$ cat config.mk
export PLATFORM = sky130hd
export DESIGN_NAME = sh7034_int_seq_flat
export DESIGN_NICKNAME = d
export VERILOG_FILES = /design/src/rtl/sh7034_int_seq_if.sv /design/src/rtl/sh7034_int_seq.sv /design/src/flat_wrapper.sv
export SDC_FILE = /design/constraint.sdc
export NUM_CORES = 1
export LEC_CHECK = 0
export BUFFER_PORTS_ARGS = -buffer_cell sky130_fd_sc_hd__buf_2
export CAP_MARGIN = 40
export CORE_ASPECT_RATIO = 1.1
export CORE_MARGIN = 2
export CORE_UTILIZATION = 45
export CTS_CLUSTER_SIZE = 12
export DETAILED_ROUTE_END_ITERATION = 8
export PLACE_DENSITY_LB_ADDON = 0.2
export SYNTH_ARGS = -nofsm -noshare
export SYNTH_HDL_FRONTEND = slang
export SYNTH_SLANG_ARGS = --single-unit
$ cat constraint.sdc
create_clock -name CLK -period 4.4 [get_ports CLK]
set_input_delay 0.44 -clock CLK [delete_from_list [all_inputs] [get_ports CLK]]
set_output_delay 0.44 -clock CLK [all_outputs]
set_load 0.005 [all_outputs]
$ cat src/rtl/sh7034_int_seq_if.sv
// Interrupt-controller handshake and memory bus between the interrupt
// exception sequencer (master) and the controller / bus fabric (slave).
interface sh7034_int_seq_if;
    logic        INT_REQ;
    logic [3:0]  INT_LVL;
    logic [7:0]  INT_VEC;
    logic [3:0]  INT_MASK;
    logic        INT_ACK;
    logic        INT_ACP;
    logic        VECT_REQ;
    logic        VECT_WAIT;
    logic [31:0] BUS_A;
    logic [31:0] BUS_DO;
    logic [31:0] BUS_DI;
    logic        BUS_WE;
    logic        BUS_REQ;
    logic        BUS_BUSY;

    modport master (
        input  INT_REQ, INT_LVL, INT_VEC, VECT_WAIT, BUS_DI, BUS_BUSY,
        output INT_MASK, INT_ACK, INT_ACP, VECT_REQ, BUS_A, BUS_DO, BUS_WE, BUS_REQ
    );

    modport slave (
        output INT_REQ, INT_LVL, INT_VEC, VECT_WAIT, BUS_DI, BUS_BUSY,
        input  INT_MASK, INT_ACK, INT_ACP, VECT_REQ, BUS_A, BUS_DO, BUS_WE, BUS_REQ
    );
endinterface

$ cat src/rtl/sh7034_int_seq.sv
// SH7034 CPU-side interrupt exception sequencer: accepts a pending interrupt
// at an instruction boundary, handshakes the vector, pushes SR and PC on the
// R15 stack, fetches the handler address and hands PC/SR/R15 to the core.
// Every bus access spends one CE_R with BUS_REQ low before requesting, so
// consecutive accesses are always separated by an idle slot.
module sh7034_int_seq (
    input  logic                    CLK,
    input  logic                    RST_N,
    input  logic                    CE_R,
    input  logic                    CE_F,
    sh7034_int_seq_if.master        bus,
    input  logic                    BOUNDARY,
    input  logic [31:0]             SR_IN,
    input  logic [31:0]             PC_IN,
    input  logic [31:0]             R15_IN,
    input  logic [31:0]             VBR_IN,
    output logic                    SEQ_BUSY,
    output logic                    LOAD,
    output logic [31:0]             NEW_PC,
    output logic [31:0]             NEW_SR,
    output logic [31:0]             NEW_R15
);

    typedef enum logic [2:0] {
        S_IDLE,
        S_ACK,
        S_VEC,
        S_PUSH_SR,
        S_PUSH_PC,
        S_FETCH,
        S_DONE
    } state_t;

    state_t      state, state_next;
    logic        phase, phase_next;
    logic [1:0]  vcnt, vcnt_next;

    logic [3:0]  lvl;
    logic [7:0]  vec;
    logic [31:0] sr;
    logic [31:0] pc;
    logic [31:0] sp;
    logic [31:0] new_pc;

    logic        accept;
    logic        bus_done;
    logic        int_ack;
    logic        int_acp;
    logic        vect_req;
    logic        bus_we;
    logic        bus_req;
    logic [31:0] bus_a;
    logic [31:0] bus_do;

    // CE_F is carried only for symmetry with the other CPU blocks
    logic        ce_f_unused;
    assign ce_f_unused = CE_F;

    // Level F (NMI/UBC) bypasses the SR mask
    assign accept = bus.INT_REQ && BOUNDARY &&
                    ((bus.INT_LVL > SR_IN[7:4]) || (bus.INT_LVL == 4'hF));

    // State register; async reset aborts any sequence in flight
    always_ff @(posedge CLK or negedge RST_N) begin
        if (!RST_N) begin
            state <= S_IDLE;
            phase <= 1'b0;
            vcnt  <= 2'd0;
        end else if (CE_R) begin
            state <= state_next;
            phase <= phase_next;
            vcnt  <= vcnt_next;
        end
    end

    // Next-state and output decode; phase selects request/wait sub-steps
    always_comb begin
        state_next = state;
        phase_next = phase;
        vcnt_next  = vcnt;
        int_ack    = 1'b0;
        int_acp    = (state != S_IDLE);
        vect_req   = 1'b0;
        bus_req    = 1'b0;
        bus_we     = 1'b0;
        bus_a      = 32'd0;
        bus_do     = 32'd0;
        bus_done   = 1'b0;
        case (state)
            S_IDLE: begin
                if (accept) begin
                    state_next = S_ACK;
                    phase_next = 1'b0;
                    vcnt_next  = 2'd0;
                end
            end
            S_ACK: begin
                int_ack    = 1'b1;
                vect_req   = 1'b1;
                state_next = S_VEC;
                phase_next = 1'b0;
                vcnt_next  = 2'd0;
            end
            S_VEC: begin
                if (!phase) begin
                    vect_req = 1'b1;
                    if (bus.VECT_WAIT) begin
                        phase_next = 1'b1;
                    end else if (vcnt == 2'd3) begin
                        state_next = S_PUSH_SR;
                        phase_next = 1'b0;
                    end else begin
                        vcnt_next = vcnt + 2'd1;
                    end
                end else if (!bus.VECT_WAIT) begin
                    state_next = S_PUSH_SR;
                    phase_next = 1'b0;
                end
            end
            S_PUSH_SR: begin
                bus_a   = sp - 32'd4;
                bus_do  = sr;
                bus_we  = 1'b1;
                bus_req = phase;
                if (!phase) begin
                    phase_next = 1'b1;
                end else if (!bus.BUS_BUSY) begin
                    bus_done   = 1'b1;
                    state_next = S_PUSH_PC;
                    phase_next = 1'b0;
                end
            end
            S_PUSH_PC: begin
                bus_a   = sp - 32'd4;
                bus_do  = pc;
                bus_we  = 1'b1;
                bus_req = phase;
                if (!phase) begin
                    phase_next = 1'b1;
                end else if (!bus.BUS_BUSY) begin
                    bus_done   = 1'b1;
                    state_next = S_FETCH;
                    phase_next = 1'b0;
                end
            end
            S_FETCH: begin
                bus_a   = VBR_IN + {22'b0, vec, 2'b00};
                bus_req = phase;
                if (!phase) begin
                    phase_next = 1'b1;
                end else if (!bus.BUS_BUSY) begin
                    bus_done   = 1'b1;
                    state_next = S_DONE;
                    phase_next = 1'b0;
                end
            end
            S_DONE: begin
                state_next = S_IDLE;
            end
            default: begin
                state_next = S_IDLE;
                phase_next = 1'b0;
            end
        endcase
    end

    // Latch the interrupt context on acceptance, walk SP down, capture handler
    always_ff @(posedge CLK or negedge RST_N) begin
        if (!RST_N) begin
            lvl    <= 4'd0;
            vec    <= 8'd0;
            sr     <= 32'd0;
            pc     <= 32'd0;
            sp     <= 32'd0;
            new_pc <= 32'd0;
        end else if (CE_R) begin
            if ((state == S_IDLE) && accept) begin
                lvl <= bus.INT_LVL;
                vec <= bus.INT_VEC;
                sr  <= SR_IN;
                pc  <= PC_IN;
                sp  <= R15_IN;
            end
            if (bus_done && (state != S_FETCH)) begin
                sp <= sp - 32'd4;
            end
            if (bus_done && (state == S_FETCH)) begin
                new_pc <= bus.BUS_DI;
            end
        end
    end

    assign bus.INT_MASK = SR_IN[7:4];
    assign bus.INT_ACK  = int_ack;
    assign bus.INT_ACP  = int_acp;
    assign bus.VECT_REQ = vect_req;
    assign bus.BUS_A    = bus_a;
    assign bus.BUS_DO   = bus_do;
    assign bus.BUS_WE   = bus_we;
    assign bus.BUS_REQ  = bus_req;

    assign SEQ_BUSY = int_acp;
    assign LOAD     = (state == S_DONE);
    assign NEW_PC   = new_pc;
    assign NEW_SR   = {sr[31:8], lvl, sr[3:0]};
    assign NEW_R15  = sp;

endmodule

$ cat src/flat_wrapper.sv
// flat-port wrapper written by rule: the top's interface ports become plain ports
module sh7034_int_seq_flat 
  (CLK, RST_N, CE_R, CE_F, BOUNDARY, SR_IN, PC_IN, R15_IN, VBR_IN, SEQ_BUSY, LOAD, NEW_PC, NEW_SR, NEW_R15, bus_INT_REQ, bus_INT_LVL, bus_INT_VEC, bus_VECT_WAIT, bus_BUS_DI, bus_BUS_BUSY, bus_INT_MASK, bus_INT_ACK, bus_INT_ACP, bus_VECT_REQ, bus_BUS_A, bus_BUS_DO, bus_BUS_WE, bus_BUS_REQ);
  sh7034_int_seq_if bus_i ();
  input  logic CLK;
  input  logic RST_N;
  input  logic CE_R;
  input  logic CE_F;
  input  logic BOUNDARY;
  input  logic [31:0] SR_IN;
  input  logic [31:0] PC_IN;
  input  logic [31:0] R15_IN;
  input  logic [31:0] VBR_IN;
  output logic SEQ_BUSY;
  output logic LOAD;
  output logic [31:0] NEW_PC;
  output logic [31:0] NEW_SR;
  output logic [31:0] NEW_R15;
  input wire logic [$bits(bus_i.INT_REQ)-1:0] bus_INT_REQ;
  input wire logic [$bits(bus_i.INT_LVL)-1:0] bus_INT_LVL;
  input wire logic [$bits(bus_i.INT_VEC)-1:0] bus_INT_VEC;
  input wire logic [$bits(bus_i.VECT_WAIT)-1:0] bus_VECT_WAIT;
  input wire logic [$bits(bus_i.BUS_DI)-1:0] bus_BUS_DI;
  input wire logic [$bits(bus_i.BUS_BUSY)-1:0] bus_BUS_BUSY;
  output wire logic [$bits(bus_i.INT_MASK)-1:0] bus_INT_MASK;
  output wire logic [$bits(bus_i.INT_ACK)-1:0] bus_INT_ACK;
  output wire logic [$bits(bus_i.INT_ACP)-1:0] bus_INT_ACP;
  output wire logic [$bits(bus_i.VECT_REQ)-1:0] bus_VECT_REQ;
  output wire logic [$bits(bus_i.BUS_A)-1:0] bus_BUS_A;
  output wire logic [$bits(bus_i.BUS_DO)-1:0] bus_BUS_DO;
  output wire logic [$bits(bus_i.BUS_WE)-1:0] bus_BUS_WE;
  output wire logic [$bits(bus_i.BUS_REQ)-1:0] bus_BUS_REQ;
  assign bus_i.INT_REQ = bus_INT_REQ;
  assign bus_i.INT_LVL = bus_INT_LVL;
  assign bus_i.INT_VEC = bus_INT_VEC;
  assign bus_i.VECT_WAIT = bus_VECT_WAIT;
  assign bus_i.BUS_DI = bus_BUS_DI;
  assign bus_i.BUS_BUSY = bus_BUS_BUSY;
  assign bus_INT_MASK = bus_i.INT_MASK;
  assign bus_INT_ACK = bus_i.INT_ACK;
  assign bus_INT_ACP = bus_i.INT_ACP;
  assign bus_VECT_REQ = bus_i.VECT_REQ;
  assign bus_BUS_A = bus_i.BUS_A;
  assign bus_BUS_DO = bus_i.BUS_DO;
  assign bus_BUS_WE = bus_i.BUS_WE;
  assign bus_BUS_REQ = bus_i.BUS_REQ;
  sh7034_int_seq u_core (.CLK(CLK), .RST_N(RST_N), .CE_R(CE_R), .CE_F(CE_F), .bus(bus_i), .BOUNDARY(BOUNDARY), .SR_IN(SR_IN), .PC_IN(PC_IN), .R15_IN(R15_IN), .VBR_IN(VBR_IN), .SEQ_BUSY(SEQ_BUSY), .LOAD(LOAD), .NEW_PC(NEW_PC), .NEW_SR(NEW_SR), .NEW_R15(NEW_R15));
endmodule
## Word-level counts from Yosys, hierarchy flattened

Cells that the tools add are included.

- Flip-flop bits (word level): 146
- Output and inout port bits: 171
- Logic and storage cells: 86
- Input port bits: 180

- Bitwise gates (word level): 1
- Equal/unequal tests: 20
- Multiplexer cells: 34
- $add $sub $neg: 3
- Reductions and logical operators: 18
- $lt $le $gt $ge: 1

Operators with widths:

| kind | number |
|---|---|
| 32-bit one-hot mux with 2 select lines | 2 |
| 32-bit two-way mux | 2 |
| 3-bit two-way mux | 11 |
| 32-bit by 10-bit adder with 32-bit output | 1 |
| 32-bit by 3-bit subtractor with 32-bit output, second input constant | 1 |
| 3-bit one-hot mux with 6 select lines | 1 |
| 2-bit != test, second input constant | 6 |
| 1-bit two-way mux | 11 |
| 10-bit AND reduction | 1 |
| 3-bit == test, second input constant | 3 |
| 2-bit two-way mux | 4 |
| 2-bit by 1-bit != test with 1-bit output, second input constant | 4 |
| 3-bit by 2-bit == test with 1-bit output, second input constant | 2 |
| 2-bit one-hot mux with 3 select lines | 1 |
| 2-bit AND reduction | 3 |
| 6-bit AND reduction | 1 |
| 3-bit nonzero test | 2 |
| 1-bit logical AND | 5 |
| 4-bit == test, second input constant | 1 |
| 4-bit greater-than comparator | 1 |
| 1-bit one-hot mux with 4 select lines | 1 |
| 3-bit by 1-bit == test with 1-bit output, second input constant | 1 |
| 3-bit zero test | 1 |
| 3-bit by 1-bit != test with 1-bit output, second input constant | 1 |
| other kinds (10) | 10 |

## Depth between registers and ports, before layout

Gate-level depths: netlist (run 1).

- Depth after elaboration: 6
- Mapped depth: 9
- Gate-level depth less buffers: 8

## Worst setup path before layout (run 1)

OpenSTA, ideal clock, no wires.

- Path kind: input to output
- Start: in VBR_IN[7]
- End: out bus_BUS_A[27]
- Stages: 8
- Setup slack: 1.579 ns
- Data arrival time: 2.381 ns
- Cell sequence: ha_1 -> or3_1 -> or2_0 -> clkbuf_1 -> a21oi_1 -> clkbuf_1 -> nor4b_1 -> or3_1

- Cells in the longest elaborated chain, start to end: 2

RTL lines:

| element | RTL line | source |
|---|---|---|
| start: declaration | flat_wrapper.sv:13 | `input logic [31:0] VBR_IN;` |
| 32-bit by 10-bit adder with 32-bit output | sh7034_int_seq.sv:147 | `bus_a = VBR_IN + {22'b0, vec, 2'b00};` |
| 32-bit one-hot mux with 2 select lines | sh7034_int_seq.sv:89 | `case (state)` |
| end: declaration | flat_wrapper.sv:29 | `output wire logic [$bits(bus_i.BUS_A)-1:0] bus_BUS_A;` |

Every way passes these cells.

## Worst setup path in the final report (run 1)

- Start: reg u_core.sp[6], in the netlist u_core.NEW_R15[6]
- End: out bus_BUS_A[15]

- Cells in the longest elaborated chain, start to end: 2

RTL lines:

| element | RTL line | source |
|---|---|---|
| start: declaration | sh7034_int_seq.sv:42 | `logic [31:0] sp;` |
| start signal: assignment | sh7034_int_seq.sv:185 | `sp <= sp - 32'd4;` |
| 32-bit by 3-bit subtractor with 32-bit output | sh7034_int_seq.sv:121, sh7034_int_seq.sv:134 |  |
| 32-bit one-hot mux with 2 select lines | sh7034_int_seq.sv:89 |  |

Every way passes these cells.

==> results of run 1 <==
==> power by group <==
part	switching, mW	internal (mW)
combinational	1.23	1.12
clock	0.644	0.858
sequential	0.540	1.86
total	2.41	3.84
==> through the flow <==
| stage | utilization [%] | hold WS [ps] | total power, mW | cell area, um2 | worst slack [ps] |
|---|---|---|---|---|---|
| 2_1_floorplan | - | 144 | 3.81 | 8710 | 1580 |
| 3_3_place_gp | 54.8 | 473 | 4.69 | 10400 | 1290 |
| 3_5_place_dp | 55.0 | 481 | 4.76 | 10500 | 1280 |
| 4_1_cts | 58.1 | 76.7 | 6.28 | 11100 | 831 |
| 5_1_grt | 58.1 | 101 | 6.62 | 11100 | 694 |
| 6_report | 58.2 | 62.6 | 6.25 | 11100 | 844 |
==> sequential cells by signal (all words and copies together) (netlist names) <==
signal	count
u_core.NEW_PC	32
u_core.NEW_R15	32
u_core.pc	32
u_core.sr	32
u_core.vec	8
u_core.lvl	4
u_core.state	3
u_core.vcnt	2
u_core.phase	1
==> placed cells by master (no fill, tap or decap), types with 5 or more instances in the layout <==
master,synthesis,final
o31ai_1,6,6
a31oi_1,10,10
nand3_1,13,13
buf_4,33,14
diode_2,0,5
a22o_1,38,38
a21oi_1,20,20
o211ai_1,10,10
or3_1,16,16
ha_1,14,14
dfrtp_1,146,146
o21ai_0,10,10
and4_1,7,7
a211oi_1,5,5
clkbuf_16,0,17
a2bb2oi_1,5,5
a22oi_1,17,17
nand4_1,11,11
xor2_1,18,18
mux2_1,74,74
buf_2,11,348
o22a_1,8,8
inv_6,0,5
mux2_2,36,36
o2bb2a_1,14,14
nand2_1,39,39
o22ai_1,29,29
o21a_1,7,6
nor3_1,23,22
nor2b_1,5,5
inv_1,21,21
nor2_1,37,36
xnor2_1,20,20
==> metal layers <==
layer / up-vias / GRT usage, % / wire length, um
li1: 3711 / - / -
met1: 3846 / 32.9 / 11100
met2: 350 / 43.1 / 13400
met3: 47 / 6.91 / 2210
met4: 4 / 9.53 / 697
met5: - / 0 / 21
==> cells by family (layout without fill, tap and decap cells) <==
family	after synthesis	count (layout)	synth area share (%)
buffers and inverters	115	419	6.53
adders and majority gates	15	15	2.24
xor gates and xnor gates	38	38	3.82
DFF	146	146	41.9
other	0	5	0
and+or+nand+nor	186	186	11.5
AOI/OAI and AO/OA	223	223	19.5
muxes	112	112	14.4
==> worst min path at each step <==
stage | start | to | slack [ps] | depth (start not counted)
3_5_place_dp | u_core.lvl[2] | u_core.lvl[2] | 480 | 1
3_3_place_gp | u_core.lvl[1] | u_core.lvl[1] | 470 | 1
4_1_cts | RST_N | u_core.vcnt[0] | 80 | 1
5_1_grt | RST_N | u_core.NEW_R15[0] | 100 | 1
2_1_floorplan | RST_N | u_core.NEW_PC[0] | 140 | 0
6_report | RST_N | u_core.vcnt[0] | 60 | 1
==> cell type report <==
cell class	count	share of cell area, %
Clock buffer	18	3.88
Multi-Input combinational cell	574	40.7
Antenna cell	5	0.113
Clock inverter	14	1.51
Inverter	21	0.712
Sequential cell	146	33.0
Timing Repair Buffer	366	17.2
Tap cell	247	2.79
==> impl_metrics.yaml, run 1 <==
run_status:
  outcome: "finished clean"
placement:
  hpwl_mm: 20.3
  placed_cells: 1354
  routabilityCongestion: 0.855
  port_buffers: 349
worst_setup_path:
  end_kind: "primary output"
  startpoint: "u_core.NEW_R15[6]"
  cp_top_family: "simple AND/OR/NAND/NOR gates"
  crit_required_ps: 3960
  slowest_stage: "or4_1"
  start_kind: "register"
  cp.arrival_ps: 3120
  cp_max_fo: 8
  timing.rr.start: "u_core.state[2]"
  r2r_cells: 7
  critPathMaxStageDelay_ps: 590
  worst-path-stages: 6
  critical_path_class: "register to primary output"
  r2r_slack_ps: 1290
  cp.buffers_inverters: 1
  cp_cell_sequence: "or4_1, or3_1, or4_4, xnor2_1, a221o_1, buf_2"
  critPathCapture: "bus_BUS_A[15]"
  r2r-end: "u_core.NEW_R15[3]"
logic_synthesis:
  avgSynthCellArea_um2: 10.4
  synth_flop_cell: "dfrtp_1"
  ys_ff_latch: 146
  synth.most_common_cell: "dfrtp_1"
  synthTopCellsByArea: "dfrtp_1, mux2_1, mux2_2, a22o_1, buf_4"
  yosysTopAreaCell: "dfrtp_1"
  async_flop_share_pct: 100
  synth_edf_count: 0
  synth_area_mm2: 0.00871
  synth_nets: 1030
  syn_inst: 835
  yosys_warnings: 0
  yosys-top-cells-count: "dfrtp_1, mux2_1, clkbuf_1, nand2_1, a22o_1"
  ys_types: 71
  synth_seq_area_share_pct: 41.9
  yosys.area.top_type_share_pct: 41.9
global_route:
  overflow: 0
  antenna_found_initial: 7
  grt_usage_pct: 26.2
  grt_first_pass_wirelength_mm: 41.4
  first_global_vias: 7674
  grt_max_degree: 75
clocking:
  cts-buffers-inserted: 17
  ctsHtreeMaxLevel: 4
  ctsHoldBuffers: 0
  clock_latency_ps: 420
  cts_sinks: 146
  post_cts_resize_count: 0
  cts.clk_slew.worst_paths_ps: 70
  post-cts-setup-buffer-count: 0
  cts_tree: "yes"
  cts-root-buf: "clkbuf_16"
  cts_buffer_depth: 2
detailed_routing:
  via_count: 7958
  drt-wirelength-per-cell_um: 19.7
  postRouteAntennaNets: 0
  drc_errors: 0
  viasPerCell: 5.72
  initialDrtViolationCount: 455
  routed_wl_mm: 27.4
  drt_pass1_iterations: 6
die:
  coreArea_mm2: 0.0190
  dieArea_mm2: 0.0205
  io_pins: 351
  die_h_um: 150
  initial_core_util_pct: 45.8
  die-width_um: 137
  rows: 53
sta:
  rsz0062_at_grt: "false"
  relSlewSlack_pct: 52.3
  period_minus_slack_ps: 3560
  setup_viol: 0
  worst_pin_slew_ps: 716
  slew_viol_final: 0
  setup_tns_ps: 0
  finalCritPeriodShare_pct: 80.8
  final_hold_viol_count: 0
  fmax_mhz: 281
  finalClockSkew_ps: 12.1
finish:
  nets: 1321
  stdcell_count: 1391
  fill_cells: 1707
  register_area_mm2: 0.00365
  area_growth_pct: 27.0
  multi_input_area_mm2: 0.00451
  drive_gt1_share_pct: 39.3
min_path:
  hold_path.class: "primary input to asynchronous set/reset pin"
power:
  ir_drop_mv: 0.313
  cellLeakagePower_nw: 5.49
  power.density_mw_per_mm2: 565
flow_run:
  cap_violations: 0
(Power assumes the default switching activity.)
==> run 2, diff against run 1 <==
Settings changed: ABC_AREA from default to 1.
Clock period 4.4 ns to 3.2 ns, I/O delays scaled along.
==> run 2 against run 1 <==
Sequential power increased by 34%. Clock skew shrank 2.3 ps. Count of clock-buffer cells in the layout unchanged. Final area is 3.7% higher. Critical endpoint is now bus_BUS_A[16]. Synthesized cell count grew 54%. Critical path depth rose by 9. Final cell count up 33%. Non-clock buffer count shrank 4. Sequential share of layout area fell by 1.2 points. First-iteration DRC count rose by 12%.
==> impl_metrics.yaml, run 2 <==
die:
  die-width_um: 140
  coreArea_mm2: 0.0199
  rows: 54
  dieArea_mm2: 0.0214
  die_h_um: 153
  io_pins: 351
  initial_core_util_pct: 45.8
logic_synthesis:
  yosysTopAreaCell: "dfrtp_1"
  synth_edf_count: 0
  synth.most_common_cell: "nand2_1"
  ys_ff_latch: 146
  synth_nets: 1481
  synth_flop_cell: "dfrtp_1"
  synth_area_mm2: 0.00910
  syn_inst: 1286
  avgSynthCellArea_um2: 7.08
  ys_types: 38
  yosys.area.top_type_share_pct: 40.1
  synth_seq_area_share_pct: 40.1
  yosys-top-cells-count: "nand2_1, inv_1, dfrtp_1, o21ai_0, nor2_1"
  synthTopCellsByArea: "dfrtp_1, nand2_1, inv_1, o21ai_0, nand3_1"
  yosys_warnings: 0
  async_flop_share_pct: 100
clocking:
  cts_sinks: 146
  post_cts_resize_count: 0
  cts-buffers-inserted: 17
  post-cts-setup-buffer-count: 0
  cts.clk_slew.worst_paths_ps: 70
  cts_tree: "yes"
  cts_buffer_depth: 2
  clock_latency_ps: 430
  ctsHoldBuffers: 1
  cts-root-buf: "clkbuf_16"
  ctsHtreeMaxLevel: 4
worst_setup_path:
  cp.arrival_ps: 2580
  cp_cell_sequence: "ha_1, inv_1, fa_1, inv_1, nand3_1, nand2_1, nand2_1, nand2_1, nand2_1, nand2_1, nand2_1, nand2_1, nand3_1, nand2_1, buf_2"
  end_kind: "primary output"
  start_kind: "register"
  critical_path_class: "register to primary output"
  crit_required_ps: 2880
  r2r_slack_ps: 760
  critPathMaxStageDelay_ps: 390
  slowest_stage: "fa_1"
  cp_max_fo: 8
  cp_common_cell: "nand2_1"
finish:
  multi_input_area_mm2: 0.00433
  layout_commonest_cell: "nand2_1"
  mostFrequentLayoutCells: "nand2_1, buf_2, inv_1"
  register_area_mm2: 0.00365
  area_growth_pct: 26.1
  fill_cells: 1949
  drive_gt1_share_pct: 27.7
  nets: 1781
  stdcell_count: 1854
  finalInstanceArea_mm2: 0.0115
sta:
  holdWs_ps: 122
  rsz0062_at_grt: "false"
  setup_viol: 0
  setup_tns_ps: 0
  final_hold_viol_count: 0
  slew_viol_final: 0
  period_minus_slack_ps: 2900
  relSlewSlack_pct: 59.4
  worst_pin_slew_ps: 609
  finalCritPeriodShare_pct: 90.7
  fmax_mhz: 345
  finalClockSkew_ps: 9.76
power:
  p_seq_share_pct: 35.8
  switching_power_mw: 3.77
  p_clk_share_pct: 23.7
  p_comb_share_pct: 40.4
  p_int_mw: 5.20
  cellLeakagePower_nw: 6.59
  swShare_pct: 42.0
  ir_drop_mv: 0.448
  power.density_mw_per_mm2: 782
detailed_routing:
  drc_errors: 0
  viasPerCell: 5.07
  drt-wirelength-per-cell_um: 16.0
  drt_pass1_iterations: 5
  routed_wl_mm: 29.6
  postRouteAntennaNets: 0
  via_count: 9393
  initialDrtViolationCount: 510
global_route:
  overflow: 0
  grt_max_degree: 157
  first_global_vias: 8929
  antenna_found_initial: 3
  grt_usage_pct: 27.2
  grt_first_pass_wirelength_mm: 46.0
min_path:
  hold_path.class: "primary input to register"
placement:
  routabilityCongestion: 0.937
  place_area_mm2: 0.0108
  hpwl_mm: 22.8
  port_buffers: 349
  placed_cells: 1818
run_status:
  outcome: "finished clean"
flow_run:
  cap_violations: 0
-- run 2: cell types whose count changed in the layout (fill, tap and decap cells not counted), moves of 74 or more --
cell	before	now
mux2_1	74	0
nand3_1	13	113
nor2_1	36	115
inv_1	21	169
o21ai_0	10	122
nand2_1	39	367
-- run 2: per-stage QoR --
| stage | power, mW | util, % | setup WS, ps |
|---|---|---|---|
| after floorplan | 5.41 | - | 1110 |
| after global placement | 6.76 | 54.4 | 699 |
| after detailed placement | 6.85 | 54.5 | 665 |
| after CTS | 9.01 | 57.7 | 281 |
| after global routing | 9.63 | 57.7 | 18.8 |
| final | 8.97 | 57.8 | 298 |
-- run 2: final cells by class --
class,count,area share (%)
flip-flops and latches,146,31.8
clock buffers,18,3.83
multi-input cells,888,37.7
diodes,3,0.0654
clock inverters,14,1.61
well taps,252,2.75
repair buffers,362,16.5
inverters,171,5.62
-- run 2: routing by layer --
| metal | wire length (um) | vias to the layer above | track usage, % |
|---|---|---|---|
| met4 | 967 | 2 | 10.2 |
| met1 | 12000 | 4313 | 33.4 |
| met2 | 14500 | 361 | 46.9 |
| met5 | 13 | - | 0 |
| li1 | - | 4663 | - |
| met3 | 2130 | 54 | 6.02 |
-- run 2: kinds of logic after synthesis --
kind of cell               count (synthesis)  synth area share (%)
muxes                                     32                  3.96
adders and majority gates                 15                  2.14
AOI/OAI and AO/OA                        183                  10.4
DFF                                      146                  40.1
xor gates and xnor gates                  14                  1.35
and+or+nand+nor                          644                  29.6
buffers and inverters                    252                  12.4
-- run 2: worst max-delay path: cells and delay by family, from the launching register on --
family	cells	cell delay (ps)
adders and majority gates	2	570
DFF	1	350
and+or+nand+nor	10	960
buffers and inverters	3	280
-- run 2: path summary, 6_finish.rpt --
kind | start | to | depth (start not counted)
max | u_core.vec[0] | bus_BUS_A[16] | 15
min | bus_BUS_DI[23] | u_core.NEW_PC[23] | 2
max reg2reg | u_core.state[2] | u_core.NEW_R15[7] | 10
min reg2reg | u_core.lvl[0] | u_core.lvl[0] | 2
max in group asynchronous | RST_N | u_core.pc[19] | 4
min in group asynchronous | RST_N | u_core.lvl[2] | 2
-- run 2: power groups by stage --
stage                     sequential [mW]  clock, mW  combinational [mW]
after floorplan                      3.07          0                2.35
after global placement               3.19          0                3.57
after detailed placement             3.21          0                3.64
after CTS                            3.20       2.16                3.65
after global routing                 3.30       2.23                4.09
final                                3.21       2.13                3.62
